==> src/rtl/div_unit_pkg.sv <==
// Shared ALU control codes and divider FSM state encodings for the EX stage.
// No logic of its own; latency and backpressure are defined by the users.
package div_unit_pkg;

   localparam logic [4:0] ADD_CONTROL  = 5'b00010;
   localparam logic [4:0] DIV_CONTROL  = 5'b10110;
   localparam logic [4:0] DIVU_CONTROL = 5'b10111;

   localparam logic [1:0] ST_IDLE   = 2'b00;
   localparam logic [1:0] ST_BYZERO = 2'b01;
   localparam logic [1:0] ST_ON     = 2'b10;
   localparam logic [1:0] ST_END    = 2'b11;

   function automatic logic is_div_code(input logic [4:0] code);
      return (code == DIV_CONTROL) || (code == DIVU_CONTROL);
   endfunction

endpackage

==> src/rtl/div_iter.sv <==
// One restoring-division step: shift partial left, trial-subtract divisor, keep or restore.
// Purely combinational (0 cycles); no flow control.
module div_iter #(
   parameter int WIDTH = 32
) (
   input  logic [2*WIDTH:0] i_part,
   input  logic [WIDTH-1:0] i_divisor,
   output logic [2*WIDTH:0] o_part
);

   logic [WIDTH+1:0] w_hi;
   logic [WIDTH+1:0] w_diff;
   logic             w_ge;

   // Upper bits already shifted by one; the extra top bit keeps the trial sign unambiguous.
   assign w_hi   = i_part[2*WIDTH:WIDTH-1];
   assign w_diff = w_hi - {2'b00, i_divisor};
   assign w_ge   = ~w_diff[WIDTH+1];

   assign o_part = {(w_ge ? w_diff[WIDTH:0] : w_hi[WIDTH:0]), i_part[WIDTH-2:0], w_ge};

endmodule

==> src/rtl/div_unit.sv <==
// Multi-cycle radix-2 restoring DIV/DIVU: ready WIDTH+1 cycles after request (2 for /0).
// Holds combinational stall high while a division is in flight; annul aborts to IDLE.
module div_unit
   import div_unit_pkg::*;
#(
   parameter int WIDTH = 32
) (
   input  logic               clk,
   input  logic               resetn,
   input  logic [4:0]         alucontrol,
   input  logic               valid,
   input  logic               annul,
   input  logic [WIDTH-1:0]   opdata1,
   input  logic [WIDTH-1:0]   opdata2,
   output logic [2*WIDTH-1:0] result,
   output logic               ready,
   output logic               stall
);

   localparam int CW = $clog2(WIDTH + 1);

   logic [1:0]         r_state;
   logic [CW-1:0]      r_cnt;
   logic [2*WIDTH:0]   r_part;
   logic [WIDTH-1:0]   r_divisor;
   logic               r_neg_q;
   logic               r_neg_r;
   logic [2*WIDTH-1:0] r_result;

   logic [1:0]         w_state_nxt;
   logic               w_req;
   logic               w_signed;
   logic               w_div_nz;
   logic               w_last;
   logic [WIDTH-1:0]   w_abs1;
   logic [WIDTH-1:0]   w_abs2;
   logic [2*WIDTH:0]   w_next;
   logic [WIDTH-1:0]   w_quo_fix;
   logic [WIDTH-1:0]   w_rem_fix;

   assign w_req    = valid & ~annul & is_div_code(alucontrol);
   assign w_signed = (alucontrol == DIV_CONTROL);
   assign w_div_nz = |opdata2;
   assign w_last   = (r_cnt == CW'(WIDTH - 1));

   // Magnitude of the most negative value wraps to itself, which reads correctly as unsigned.
   assign w_abs1 = (w_signed & opdata1[WIDTH-1]) ? -opdata1 : opdata1;
   assign w_abs2 = (w_signed & opdata2[WIDTH-1]) ? -opdata2 : opdata2;

   div_iter #(
      .WIDTH (WIDTH)
   ) u_div_iter (
      .i_part    (r_part),
      .i_divisor (r_divisor),
      .o_part    (w_next)
   );

   assign w_quo_fix = r_neg_q ? -w_next[WIDTH-1:0]       : w_next[WIDTH-1:0];
   assign w_rem_fix = r_neg_r ? -w_next[2*WIDTH-1:WIDTH] : w_next[2*WIDTH-1:WIDTH];

   assign ready  = (r_state == ST_END) & ~annul;
   assign stall  = w_req & ~ready;
   assign result = r_result;

   always_comb begin
      w_state_nxt = r_state;
      case (r_state)
         ST_IDLE: begin
            if (w_req) begin
               w_state_nxt = w_div_nz ? ST_ON : ST_BYZERO;
            end
         end
         ST_ON: begin
            if (w_last) begin
               w_state_nxt = ST_END;
            end
         end
         ST_BYZERO: w_state_nxt = ST_END;
         default:   w_state_nxt = ST_IDLE;
      endcase
      if (annul) begin
         w_state_nxt = ST_IDLE;
      end
   end

   always_ff @(posedge clk or negedge resetn) begin
      if (!resetn) begin
         r_state   <= ST_IDLE;
         r_cnt     <= '0;
         r_part    <= '0;
         r_divisor <= '0;
         r_neg_q   <= 1'b0;
         r_neg_r   <= 1'b0;
         r_result  <= '0;
      end else begin
         r_state <= w_state_nxt;
         if ((r_state == ST_IDLE) && w_req && w_div_nz) begin
            r_part    <= {{(WIDTH + 1){1'b0}}, w_abs1};
            r_divisor <= w_abs2;
            r_neg_q   <= w_signed & (opdata1[WIDTH-1] ^ opdata2[WIDTH-1]);
            r_neg_r   <= w_signed & opdata1[WIDTH-1];
            r_cnt     <= '0;
         end
         if ((r_state == ST_ON) && !annul) begin
            r_part <= w_next;
            r_cnt  <= r_cnt + CW'(1);
         end
         // Result is latched on entry to END so it is stable for the whole ready cycle.
         if ((r_state == ST_ON) && (w_state_nxt == ST_END)) begin
            r_result <= {w_rem_fix, w_quo_fix};
         end
         if ((r_state == ST_BYZERO) && (w_state_nxt == ST_END)) begin
            r_result <= '0;
         end
      end
   end

endmodule
==> config.mk <==
export PLATFORM = sky130hd
export DESIGN_NAME = div_unit
export DESIGN_NICKNAME = d
export VERILOG_FILES = /design/src/rtl/div_unit_pkg.sv /design/src/rtl/div_iter.sv /design/src/rtl/div_unit.sv
export SDC_FILE = /design/constraint.sdc
export NUM_CORES = 1
export LEC_CHECK = 0
export BUFFER_PORTS_ARGS = -buffer_cell sky130_fd_sc_hd__buf_2
export CORE_ASPECT_RATIO = 1.2
export CORE_MARGIN = 5
export CORE_UTILIZATION = 30
export DETAILED_ROUTE_END_ITERATION = 16
export PLACE_DENSITY = 0.49
export SYNTH_ARGS = -nofsm -noshare
export SYNTH_HDL_FRONTEND = slang
export SYNTH_SLANG_ARGS = --single-unit
==> constraint.sdc <==
create_clock -name clk -period 10.8 [get_ports clk]
set_input_delay 3.24 -clock clk [delete_from_list [all_inputs] [get_ports clk]]
set_output_delay 3.24 -clock clk [all_outputs]
set_load 0.01 [all_outputs]
==> out/qor.yml <==
logic_synthesis:
  synthCells: 1556
  synth_seq_cells: 171
  synth_edf_count: 0
  syn_nets: 1672
  synthesis.area_sq_mm: 0.0128
  ys.warnings.count: 0
  synthTopCellsByArea: "dfrtp_1, o21ai_0, nand2_1"
  synth_cell_types: 87
  async_reset_ff_share_pct: 100
  yosys_most_used_dff: "dfrtp_1"
  synth-seq-area-share_pct: 33.5
  yosysTopAreaCellShare_pct: 33.5
  synth.largest_area_cell: "dfrtp_1"
  synth.avg_cell_area_sq_um: 8.20
power_and_ir_drop:
  p_sw_uw: 1000
  p_per_area_mw_per_mm2: 168
  p_clk_share_pct: 25.5
  seqPwrFrac_pct: 35.1
  p_leak_uw: 0.00636
  p_int_uw: 1420
  combPwrFrac_pct: 39.4
  power.share.switching_pct: 41.4
  peakVddDrop_mv: 0.121
clock_network:
  htreeDepth: 4
  hold_buffers: 0
  clk_pin_slew_ps: 70
  post_cts_buffers: 0
  cts_resized: 0
  clk-insertion-delay-late_ps: 460
  numClockSinks: 171
  root_buffer: "clkbuf_16"
  cts_tree: "yes"
  numCtsBuffers: 17
  clockBufferDepth: 2
sta:
  fin_crit_ps: 7720
  rsz0062_at_grt: "no"
  max_freq_ghz: 0.130
  setup_slack_ps: 3080
  whs_ps: 476
  hold_violations: 0
  post-route-period-util_pct: 71.5
  worst_pin_slew_ps: 1150
  finClkSkew_ps: 18.7
  setup_viol: 0
  slew_headroom_pct: 23.5
  slew_violations: 0
  finalSetupTns_ps: 0
floorplanning:
  dieArea_sq_mm: 0.0468
  rows: 82
  fp.dieW_um: 198
  coreArea_sq_mm: 0.0420
  die_y_um: 236
  initial_utilization_pct: 30.4
  io_pins: 139
finish:
  synthToLayoutAreaGrowth_pct: 13.4
  fillCellCount: 4403
  final_util_pct: 34.5
  fin_nets: 1753
  finalNonFillerCells: 2196
  diodes: 0
  drive_gt1_share_pct: 13.3
critical_path:
  crit_path_start_kind: "primary input"
  path_max_fanout: 4
  arrival_ps: 4480
  reg2reg_from: "r_part[51]$_DFFE_PN0P_"
  end_kind: "output pin"
  crit_top_cell: "buf_2"
  crit_type: "in2out"
  slowest_delay_ps: 560
  r2r_cells: 18
  timing.critical_path.slowest_stage_cell: "nor3b_1"
  worstPathCellList: "buf_2 -> nand4b_1 -> nor3b_1 -> inv_1 -> nor2_1 -> buf_2"
  critPathRequiredTime_ps: 7560
  startpoint: "alucontrol[3]"
placed_design:
  pre_cts_slack_ps: 3070
  place.gp.congestion: 0.894
  hpwl_mm: 32.6
  dp_cells: 2164
  io_buffers: 138
global_routing:
  grt_max_degree: 103
  grt_overflow: 0
  grt_first_pass_wirelength_mm: 67.3
  grt_usage_pct: 18.1
  antenna_found_initial: 0
  grt_pass1_vias: 11600
route:
  wire_per_inst_um: 19.3
  wirelength_mm: 42.4
  num_vias: 11800
  final_antenna_net_count: 0
  drc_errors: 0
  via_per_inst: 5.36
  drtIter0Drc: 708
  drt-pass1-iter-count: 5
hold_path:
  holdPathStages: 2
  hold_path.class: "reg2reg"
  min-delay-start: "result[0]$_DFFE_PN0P_"
outcome:
  status: "completed"
flow_run:
  maxCapViolCount: 0
[area by class of cell]
| type | instances | area, sq um | share of cell area (%) |
|---|---|---|---|
| clock buffers | 19 | 433 | 2.99 |
| clock inverters | 13 | 133 | 0.916 |
| inverters | 58 | 220 | 1.52 |
| multi-input cells | 1240 | 7950 | 54.9 |
| flip-flops and latches | 171 | 4280 | 29.6 |
| well taps | 546 | 683 | 4.72 |
| repair buffers | 149 | 779 | 5.39 |
[metrics by stage]
stage	power, uW	area, sq um
after floorplan	1530	12800
after global placement	1810	13900
after detailed placement	1830	13900
after CTS	2450	14500
after global routing	2610	14500
final	2430	14500
[per-layer routing]
layer | global-route usage (%) | up-vias | share of wire (%)
met1 | 21.3 | 5675 | 41
met4 | 7.14 | 0 | 3.8
met2 | 33.1 | 232 | 52
met3 | 2.38 | 70 | 3.0
li1 | - | 5802 | -
met5 | 0 | - | 0
[worst max-delay path: cells and delay by family]
kind,cells,cell delay [ps]
buf+inv,3,390
simple gates,3,840
[flip-flops by register name, summed over array words and instances, names as in the netlist]
register,count
r_part,65
r_cnt,6
r_neg_r,1
r_divisor,32
result,64
r_neg_q,1
r_state,2
[Yosys cell counts, types with 7 or more instances]
master,count
a211oi_1,13
a21o_1,14
a21oi_1,86
a22o_1,8
a31oi_1,16
and2_1,12
and3_1,14
and4_1,7
buf_2,13
clkbuf_1,68
dfrtp_1,171
ha_1,42
inv_1,57
mux2_2,13
mux2i_1,45
nand2_1,208
nand2b_1,7
nand3_1,50
nand4_1,18
nor2_1,100
nor2b_1,11
nor3_1,27
nor4_1,23
o211ai_1,8
o21a_1,9
o21ai_0,176
o31ai_1,50
o41ai_1,12
or3_1,30
or4_1,10
xnor2_1,63
xor2_1,61
[layout by cell type (no fill, tap or decap), drive strengths merged, types with 61 or more instances in the layout]
| master | Yosys | layout |
|---|---|---|
| a21oi | 87 | 87 |
| xor2 | 61 | 61 |
| inv | 58 | 64 |
| xnor2 | 63 | 63 |
| o21ai | 178 | 178 |
| buf | 18 | 149 |
| nand2 | 208 | 208 |
| dfrtp | 171 | 171 |
| nor2 | 100 | 100 |
[kinds of logic (layout without fill, tap and decap cells)]
kind of cell / after synthesis / after routing / synth area share (%)
flops: 171 / 171 / 33.5
fa+ha+maj: 43 / 43 / 4.28
mux: 58 / 58 / 4.68
xor+xnor: 124 / 124 / 8.51
compound gates: 465 / 465 / 23.7
buf+inv: 145 / 239 / 4.45
simple gates: 550 / 550 / 20.9
[power groups by stage]
stage | registers, uW | logic [uW] | clock network, uW
after global placement | 862 | 949 | 0
after floorplan | 812 | 714 | 0
after CTS | 851 | 965 | 638
after global routing | 871 | 1080 | 662
final | 852 | 958 | 619
after detailed placement | 864 | 961 | 0
[worst paths after layout]
| kind | end | slack, ps |
|---|---|---|
| max in group asynchronous | result[49]$_DFFE_PN0P_ | 6310 |
| worst max register to register | result[56]$_DFFE_PN0P_ | 4030 |
| min in group asynchronous | r_state[1]$_DFF_PN0_ | 2920 |
| worst min register to register | result[0]$_DFFE_PN0P_ | 480 |
| worst min-delay path | result[0]$_DFFE_PN0P_ | 480 |
| worst max-delay path | stall | 3080 |
(Power assumes the default switching activity.)
